[config.mk]
export PLATFORM = sky130hd
export DESIGN_NAME = vga_pattern_gen
export DESIGN_NICKNAME = d
export VERILOG_FILES = /design/src/rtl/vga_pkg.sv /design/src/rtl/vga_delay_line.sv /design/src/rtl/vga_pattern_gen.sv
export SDC_FILE = /design/constraint.sdc
export NUM_CORES = 1
export LEC_CHECK = 0
export CAP_MARGIN = 30
export CORE_UTILIZATION = 40
export CTS_CLUSTER_SIZE = 16
export DETAILED_ROUTE_END_ITERATION = 7
export PLACE_DENSITY = 0.71
export SETUP_SLACK_MARGIN = 0.02
export SLEW_MARGIN = 20
export SYNTH_ARGS = -nofsm -noshare
export SYNTH_HDL_FRONTEND = slang
export SYNTH_SLANG_ARGS = --single-unit
[constraint.sdc]
create_clock -name clk -period 2.8 [get_ports clk]
set_input_delay 0.42 -clock clk [delete_from_list [all_inputs] [get_ports clk]]
set_output_delay 0.42 -clock clk [all_outputs]
set_load 0.05 [all_outputs]
[src/rtl/vga_pkg.sv]
// Shared definitions for the VGA pattern generator: default timing, mode
// encoding and the colour-bar lookup.
package vga_pkg;

    localparam int H_ACTIVE = 640;
    localparam int V_ACTIVE = 480;
    localparam int POS_W    = 10;

    typedef enum logic [1:0] {
        MODE_BARS  = 2'd0,
        MODE_CHECK = 2'd1,
        MODE_GRAY  = 2'd2,
        MODE_SOLID = 2'd3
    } mode_e;

    // Returns {G,R,B}; bar 0 is white and bar 7 is black.
    function automatic logic [2:0] bar_code(input logic [2:0] idx);
        return 3'd7 - idx;
    endfunction

endpackage

[src/rtl/vga_delay_line.sv]
// Fixed-depth shift register with a programmable reset value.
module vga_delay_line #(
    parameter int           W       = 1,
    parameter int           DEPTH   = 2,
    parameter logic [W-1:0] RST_VAL = '0
) (
    input  logic         clk,
    input  logic         reset,
    input  logic [W-1:0] d_i,
    output logic [W-1:0] q_o
);

    logic [W-1:0] stage_q [DEPTH];

    always_ff @(posedge clk) begin
        if (reset) begin
            for (int k = 0; k < DEPTH; k++) stage_q[k] <= RST_VAL;
        end else begin
            stage_q[0] <= d_i;
            for (int k = 1; k < DEPTH; k++) stage_q[k] <= stage_q[k-1];
        end
    end

    assign q_o = stage_q[DEPTH-1];

endmodule

[src/rtl/vga_pattern_gen.sv]
// Multi-mode VGA test-pattern generator: bars, checker, grey ramp, solid.
// Two-stage pipeline; syncs are delay-matched to the registered RGB.
module vga_pattern_gen #(
    parameter int   H_ACTIVE   = vga_pkg::H_ACTIVE,
    parameter int   V_ACTIVE   = vga_pkg::V_ACTIVE,
    parameter int   POS_W      = vga_pkg::POS_W,
    parameter int   COLOR_W    = 4,
    parameter int   NUM_BARS   = 8,
    parameter int   CHECK_LOG2 = 5,
    parameter int   BLINK_LOG2 = 5,
    parameter logic SYNC_IDLE  = 1'b1
) (
    input  logic                 clk,
    input  logic                 reset,
    input  logic [POS_W-1:0]     hpos,
    input  logic [POS_W-1:0]     vpos,
    input  logic                 display_on,
    input  logic                 hsync_in,
    input  logic                 vsync_in,
    input  logic [1:0]           mode,
    input  logic                 blink_en,
    input  logic [3*COLOR_W-1:0] solid_rgb,
    output logic                 hsync_out,
    output logic                 vsync_out,
    output logic [COLOR_W-1:0]   vga_r,
    output logic [COLOR_W-1:0]   vga_g,
    output logic [COLOR_W-1:0]   vga_b,
    output logic [15:0]          frame_cnt
);
    import vga_pkg::*;

    localparam int               BAR_W     = H_ACTIVE / NUM_BARS;
    localparam int               GRAD_STEP = H_ACTIVE >> COLOR_W;
    localparam logic [POS_W-1:0] BAR_LAST  = POS_W'(NUM_BARS - 1);
    localparam logic [POS_W-1:0] BAR_W_M1  = POS_W'(BAR_W - 1);
    localparam logic [POS_W-1:0] GRAD_M1   = POS_W'(GRAD_STEP - 1);

    function automatic logic [COLOR_W-1:0] sat_level(input logic [COLOR_W-1:0] v);
        return (&v) ? v : v + 1'b1;
    endfunction

    function automatic logic [POS_W-1:0] sat_bar(input logic [POS_W-1:0] v);
        return (v >= BAR_LAST) ? BAR_LAST : v + 1'b1;
    endfunction

    logic                 line_start, fs, in_h, act_p0, vld_p0;
    mode_e                mode_q, mode_eff;
    logic                 blink_q, blink_eff, phase_bit, armed_q;
    logic [15:0]          frame_cnt_q, frame_cnt_d;
    logic [3*COLOR_W-1:0] solid_q, solid_eff;

    assign line_start  = (hpos == '0);
    assign fs          = line_start && (vpos == '0);
    assign in_h        = hpos < POS_W'(H_ACTIVE);
    assign act_p0      = display_on && in_h && (vpos < POS_W'(V_ACTIVE));
    assign frame_cnt_d = frame_cnt_q + 16'd1;

    // Settings take effect on the frame-start pixel itself, not one pixel late.
    assign mode_eff  = fs ? mode_e'(mode) : mode_q;
    assign blink_eff = fs ? blink_en : blink_q;
    assign solid_eff = fs ? solid_rgb : solid_q;
    assign phase_bit = fs ? frame_cnt_d[BLINK_LOG2] : frame_cnt_q[BLINK_LOG2];
    assign vld_p0    = fs || armed_q;

    always_ff @(posedge clk) begin
        if (reset) begin
            mode_q      <= MODE_BARS;
            blink_q     <= 1'b0;
            frame_cnt_q <= '0;
            armed_q     <= 1'b0;
        end else if (fs) begin
            mode_q      <= mode_e'(mode);
            blink_q     <= blink_en;
            frame_cnt_q <= frame_cnt_d;
            armed_q     <= 1'b1;
        end
    end

    always_ff @(posedge clk) begin
        if (fs) solid_q <= solid_rgb;
    end

    logic [POS_W-1:0]   pix_q, pix_d, pix_cur, bar_q, bar_d, bar_cur;
    logic [POS_W-1:0]   gpix_q, gpix_d, gpix_cur;
    logic [COLOR_W-1:0] lvl_q, lvl_d, lvl_cur;

    always_comb begin
        pix_cur  = line_start ? '0 : pix_q;
        bar_cur  = line_start ? '0 : bar_q;
        gpix_cur = line_start ? '0 : gpix_q;
        lvl_cur  = line_start ? '0 : lvl_q;
        pix_d    = pix_cur;
        bar_d    = bar_cur;
        gpix_d   = gpix_cur;
        lvl_d    = lvl_cur;
        if (in_h) begin
            if (pix_cur >= BAR_W_M1) begin
                pix_d = '0;
                bar_d = sat_bar(bar_cur);
            end else begin
                pix_d = pix_cur + 1'b1;
            end
            if (gpix_cur >= GRAD_M1) begin
                gpix_d = '0;
                lvl_d  = sat_level(lvl_cur);
            end else begin
                gpix_d = gpix_cur + 1'b1;
            end
        end
    end

    always_ff @(posedge clk) begin
        pix_q  <= pix_d;
        bar_q  <= bar_d;
        gpix_q <= gpix_d;
        lvl_q  <= lvl_d;
    end

    logic [2:0]           code;
    logic                 ck_on;
    logic [COLOR_W-1:0]   ck_ch;
    logic [3*COLOR_W-1:0] col_p0;

    always_comb begin
        code   = bar_code(bar_cur[2:0]);
        ck_on  = hpos[CHECK_LOG2] ^ vpos[CHECK_LOG2] ^ (blink_eff & phase_bit);
        ck_ch  = {COLOR_W{ck_on}};
        col_p0 = solid_eff;
        case (mode_eff)
            MODE_BARS:  col_p0 = {{COLOR_W{code[1]}}, {COLOR_W{code[2]}}, {COLOR_W{code[0]}}};
            MODE_CHECK: col_p0 = {ck_ch, ck_ch, ck_ch};
            MODE_GRAY:  col_p0 = {lvl_cur, lvl_cur, lvl_cur};
            default:    col_p0 = solid_eff;
        endcase
    end

    // ---- stage 1: pattern colour, active and valid ----
    logic [3*COLOR_W-1:0] col_p1_q;
    logic                 vld_p1, act_p1;

    always_ff @(posedge clk) begin
        col_p1_q <= col_p0;
    end

    vga_delay_line #(.W(2), .DEPTH(1), .RST_VAL(2'b00)) u_act_dly (
        .clk   (clk),
        .reset (reset),
        .d_i   ({vld_p0, act_p0}),
        .q_o   ({vld_p1, act_p1})
    );

    // ---- stage 2: registered outputs ----
    logic [3*COLOR_W-1:0] rgb_p2_q;

    always_ff @(posedge clk) begin
        if (reset) rgb_p2_q <= '0;
        else       rgb_p2_q <= (vld_p1 && act_p1) ? col_p1_q : '0;
    end

    vga_delay_line #(.W(2), .DEPTH(2), .RST_VAL({SYNC_IDLE, SYNC_IDLE})) u_sync_dly (
        .clk   (clk),
        .reset (reset),
        .d_i   ({hsync_in, vsync_in}),
        .q_o   ({hsync_out, vsync_out})
    );

    assign vga_r     = rgb_p2_q[3*COLOR_W-1:2*COLOR_W];
    assign vga_g     = rgb_p2_q[2*COLOR_W-1:COLOR_W];
    assign vga_b     = rgb_p2_q[COLOR_W-1:0];
    assign frame_cnt = frame_cnt_q;

endmodule
==> impl_table.tex <==
\begin{tabular}{lr}
\hline
Metric & Value \\
\hline
\multicolumn{2}{l}{\textbf{Synthesis}} \\
\quad Commonest register cell after synthesis & sky130\_fd\_sc\_hd\_\_dfxtp\_1 \\
\quad Gate count after technology mapping & 445 \\
\quad Yosys reg bits & 96 \\
\quad Number of enable-type register cells in the synthesized netlist & 0 \\
\quad Post-synthesis instance area & 3939 µm² \\
\quad Cell variety after synth & 46 \\
\quad Post-synth net total & 490 \\
\quad Area fraction in compound gates after synthesis & 13.75\% \\
\quad Sequential-to-total area share from yosys stat & 48.79\% \\
\quad Synth Area per Inst & 8.851 µm² \\
\quad Post-Synth XOR/XNOR Area & 4.447\% \\
\quad Yosys warning count & 0 \\
\quad Multiplexer share of the synthesized area & 0.5400\% \\
\quad Asr flop ratio synth & 0\% \\
\quad Synthesized-area fraction occupied by and/or/nand/nor cells & 27.95\% \\
\quad Main combinational cell family by area after synthesis & simple AND/OR/NAND/NOR gates \\
\quad Share of synthesized cell area in full adder, half adder and majority cells & under 10\% \\
\multicolumn{2}{l}{\textbf{Clock network}} \\
\quad Clock tree sinks & 96 \\
\quad Clock edge transition at the registers on the reported setup and hold paths & 0.10 ns \\
\quad Skew-Pair Late Insertion Delay & 0.37 ns \\
\quad Hold-fix buffers at CTS & 0 \\
\quad Buffers inserted by post-CTS timing repair & 0 \\
\quad Max clock buf depth & 2 \\
\quad H-tree level count & 3 \\
\quad TritonCTS clock tree & done \\
\quad Inserted Clock Buffers & 9 \\
\quad Clock root buffer master & sky130\_fd\_sc\_hd\_\_clkbuf\_8 \\
\multicolumn{2}{l}{\textbf{STA}} \\
\quad Number of hold-slack violations in the final timing report & 0 \\
\quad RSZ-0062 raised after global routing & no \\
\quad Max Transition Viols Final & 0 \\
\quad Slew @ Worst Pin & between 0.6 and 0.7 ns \\
\quad Final period utilization & between 90 and 100\% \\
\quad Count of final setup violators & 0 \\
\quad Final sum of negative setup slack & 0 ns \\
\quad Min Tclk post-route & $\sim$2.6 ns \\
\quad Maximum clock skew at final layout & 0.01003 ns \\
\quad Fmax & 377.9 MHz \\
\quad Final hold slack & between 0.4 and 0.5 ns \\
\quad Max-slew headroom at the worst pin & 58.97\% \\
\multicolumn{2}{l}{\textbf{Finish}} \\
\quad Area growth from synthesis to layout & 29.29\% \\
\quad Filler cell count in the final layout & 892 \\
\quad Commonest non-fill, non-tap cell in the layout & sky130\_fd\_sc\_hd\_\_dfxtp\_1 \\
\quad Antenna Diode Count & 0 \\
\quad Ratio of cells with drive above 1 in the final layout & 11.42\% \\
\quad \# nets final & between 500 and 600 \\
\quad Most frequent cells in the layout & sky130\_fd\_sc\_hd\_\_dfxtp\_1 (96), sky130\_fd\_sc\_hd\_\_nand2\_1 (71), sky130\_fd\_sc\_hd\_\_clkdlybuf4s50\_1 (62), sky130\_fd\_sc\_hd\_\_nor2\_1 (44), sky130\_fd\_sc\_hd\_\_a21oi\_1 (24) \\
\quad Non-filler instance count after layout & 663 \\
\multicolumn{2}{l}{\textbf{Status}} \\
\quad Outcome & finished, final reports clean \\
\multicolumn{2}{l}{\textbf{Placed design}} \\
\quad Port Buf Inserts & 69 \\
\quad Placed wire-length estimate & 6259 µm \\
\quad Cells after DPL & 647 \\
\quad Final Wtd Congestion & about 0.86 \\
\multicolumn{2}{l}{\textbf{Setup path}} \\
\quad WP data required & 3.11 ns \\
\quad Kind of end point of the critical path & register \\
\quad Arrival @ worst endpoint & approximately 3 ns \\
\quad CP max FO & 6 \\
\quad Worst setup SP type & input pin \\
\quad Worst Setup Path Type & input pin to register \\
\multicolumn{2}{l}{\textbf{Route}} \\
\quad Number of optimization iterations in the first detailed-route pass & 4 \\
\quad Average via count per standard cell & approximately 5.1 \\
\quad Total number of vias & 3,381 \\
\quad Wire length per cell after detailed routing & 13.10 µm \\
\quad Post-detailed-route DRC marker count & 0 \\
\quad First DRT Iteration DRCs & 183 \\
\quad Number of routed nets with antenna violations & 0 \\
\quad Final Routed Wirelength & 8688 µm \\
\multicolumn{2}{l}{\textbf{Floorplanning}} \\
\quad Row Count & 35 \\
\quad Die width & 101.2 µm \\
\quad Die outline height & 101.2 µm \\
\quad IO Pins & 70 \\
\quad Core ar. & 9371 µm² \\
\quad Effective utilization at floorplan & 42.03\% \\
\quad Die outline area & roughly 10,000 µm² \\
\multicolumn{2}{l}{\textbf{Power}} \\
\quad Power density normalized to cell area & 615.2 nW/µm² \\
\quad Overall power after layout & between 3 and 4 mW \\
\quad Peak VDD IR & 255.8 µV \\
\quad Leakage power & 2.019 nW \\
\multicolumn{2}{l}{\textbf{Global route}} \\
\quad Global-route usage over all layers & 17.54\% \\
\quad Largest net degree at the start of global routing & 28 \\
\quad Antenna violations before repair & 0 \\
\quad Wire length of the first global-routing pass & 14,130 µm \\
\quad Number of global-route vias before repair & 3,104 \\
\quad GR Overflow Total & 0 \\
\multicolumn{2}{l}{\textbf{Job}} \\
\quad Max-cap violation count & 0 \\
\multicolumn{2}{l}{\textbf{Worst hold path}} \\
\quad Hold Path Class & register to register \\
\hline
\end{tabular}
## final timing paths
path,slack (ns),cells after the start,to,from
setup / recovery,0.15,11,bar_q[8]$_DFF_P_,hpos[1]
hold / removal,0.41,1,u_sync_dly.stage_q[0][2]$_SDFF_PP1_,u_sync_dly.stage_q[0][0]$_SDFF_PP1_
setup reg to reg,0.67,8,bar_q[8]$_DFF_P_,pix_q[0]$_DFF_P_
hold reg to reg,0.41,1,u_sync_dly.stage_q[0][2]$_SDFF_PP1_,u_sync_dly.stage_q[0][0]$_SDFF_PP1_
## registers in the layout (all words and copies together) (netlist names)
name / count
u_act_dly.stage_q: 2
pix_q: 10
blink_q: 1
col_p1_q: 12
lvl_q: 4
frame_cnt: 16
armed_q: 1
rgb_p2_q: 12
bar_q: 10
solid_q: 12
u_sync_dly.stage_q: 4
mode_q: 2
gpix_q: 10
## per-layer routing
layer	routed length, µm	GRT usage, %	part of all wire, %	up-vias
met2	4163	30.19	48	76
met4	108	5.240	1.2	0
met3	416	5.038	4.8	9
met1	3999	21.24	46	1570
met5	0	0	0	-
li1	-	-	-	1726
## critical path, stage by stage
cell and delay, ns:
sky130_fd_sc_hd__clkdlybuf4s50_1 0.45, sky130_fd_sc_hd__nor4_4 0.22, sky130_fd_sc_hd__and3_1 0.23, sky130_fd_sc_hd__nor2_1 0.05
sky130_fd_sc_hd__ha_2 0.20, sky130_fd_sc_hd__a311o_1 0.34, sky130_fd_sc_hd__a2111o_1 0.45, sky130_fd_sc_hd__nand2_1 0.10
sky130_fd_sc_hd__nor2_1 0.07, sky130_fd_sc_hd__a21oi_2 0.26, sky130_fd_sc_hd__nor2b_1 0.17
## report_power, final
part | total, mW | switching (mW) | internal, mW
logic | 0.556 | 0.276 | 0.280
registers | 1.69 | 0.139 | 1.55
clock network | 0.891 | 0.539 | 0.352
total | 3.13 | 0.954 | 2.18
## area by class of cell
type	count	area, µm²	share of cell area [%]
clock inverter	7	75.07	1.474
inverter	8	30.03	0.5897
timing repair buffer	90	865.8	17.00
multi-input combinational	324	1914	37.59
sequential	96	1922	37.74
tap	129	161.4	3.170
clock buffer	9	123.9	2.432
## cell usage after synthesis (3+ instances only)
master	instances	area (µm²)
sky130_fd_sc_hd__nand2_1	71	266.5
sky130_fd_sc_hd__and4_1	4	35.03
sky130_fd_sc_hd__or2_2	5	31.28
sky130_fd_sc_hd__inv_1	8	30.03
sky130_fd_sc_hd__and3_1	7	43.79
sky130_fd_sc_hd__buf_2	5	25.02
sky130_fd_sc_hd__nor2_1	45	168.9
sky130_fd_sc_hd__nand3_1	15	75.07
sky130_fd_sc_hd__nor4_1	5	31.28
sky130_fd_sc_hd__a211oi_1	4	30.03
sky130_fd_sc_hd__o211ai_1	3	22.52
sky130_fd_sc_hd__nand4_1	12	75.07
sky130_fd_sc_hd__and2_1	18	112.6
sky130_fd_sc_hd__a31o_2	3	26.28
sky130_fd_sc_hd__o21ai_0	13	65.06
sky130_fd_sc_hd__a21oi_1	24	120.1
sky130_fd_sc_hd__or3_1	4	25.02
sky130_fd_sc_hd__o21a_1	10	75.07
sky130_fd_sc_hd__nor3_1	11	55.05
sky130_fd_sc_hd__nor2b_1	4	25.02
sky130_fd_sc_hd__xor2_1	14	122.6
sky130_fd_sc_hd__xnor2_1	6	52.55
sky130_fd_sc_hd__dfxtp_1	96	1922
sky130_fd_sc_hd__a31oi_1	18	112.6
sky130_fd_sc_hd__ha_1	5	62.56
sky130_fd_sc_hd__clkbuf_1	9	33.78
## kinds of logic after synthesis
logic type | after synthesis
compound gates | 84
xor+xnor | 20
fa+ha+maj | 5
buf+inv | 25
flops | 96
mux | 2
simple gates | 213
## metrics by stage
| step | util [%] | worst slack (ns) | instance area, µm² |
|---|---|---|---|
| finish | 54.34 | 0.1537 | 5092 |
| global route | 54.34 | 0.06635 | 5092 |
| CTS | 54.02 | 0.03603 | 5062 |
| detailed placement | 51.90 | -0.3568 | 4863 |
| global placement | 51.90 | -0.2757 | 4863 |
| floorplan | - | 0.02369 | 3945 |
## what timing repair did
action,4_1_cts,5_1_grt
hold endpoints to repair,0,0
endpoints found under the setup margin,0,26
gates resized for setup,0,11
No activity file was read; power rests on OpenSTA's default activity.
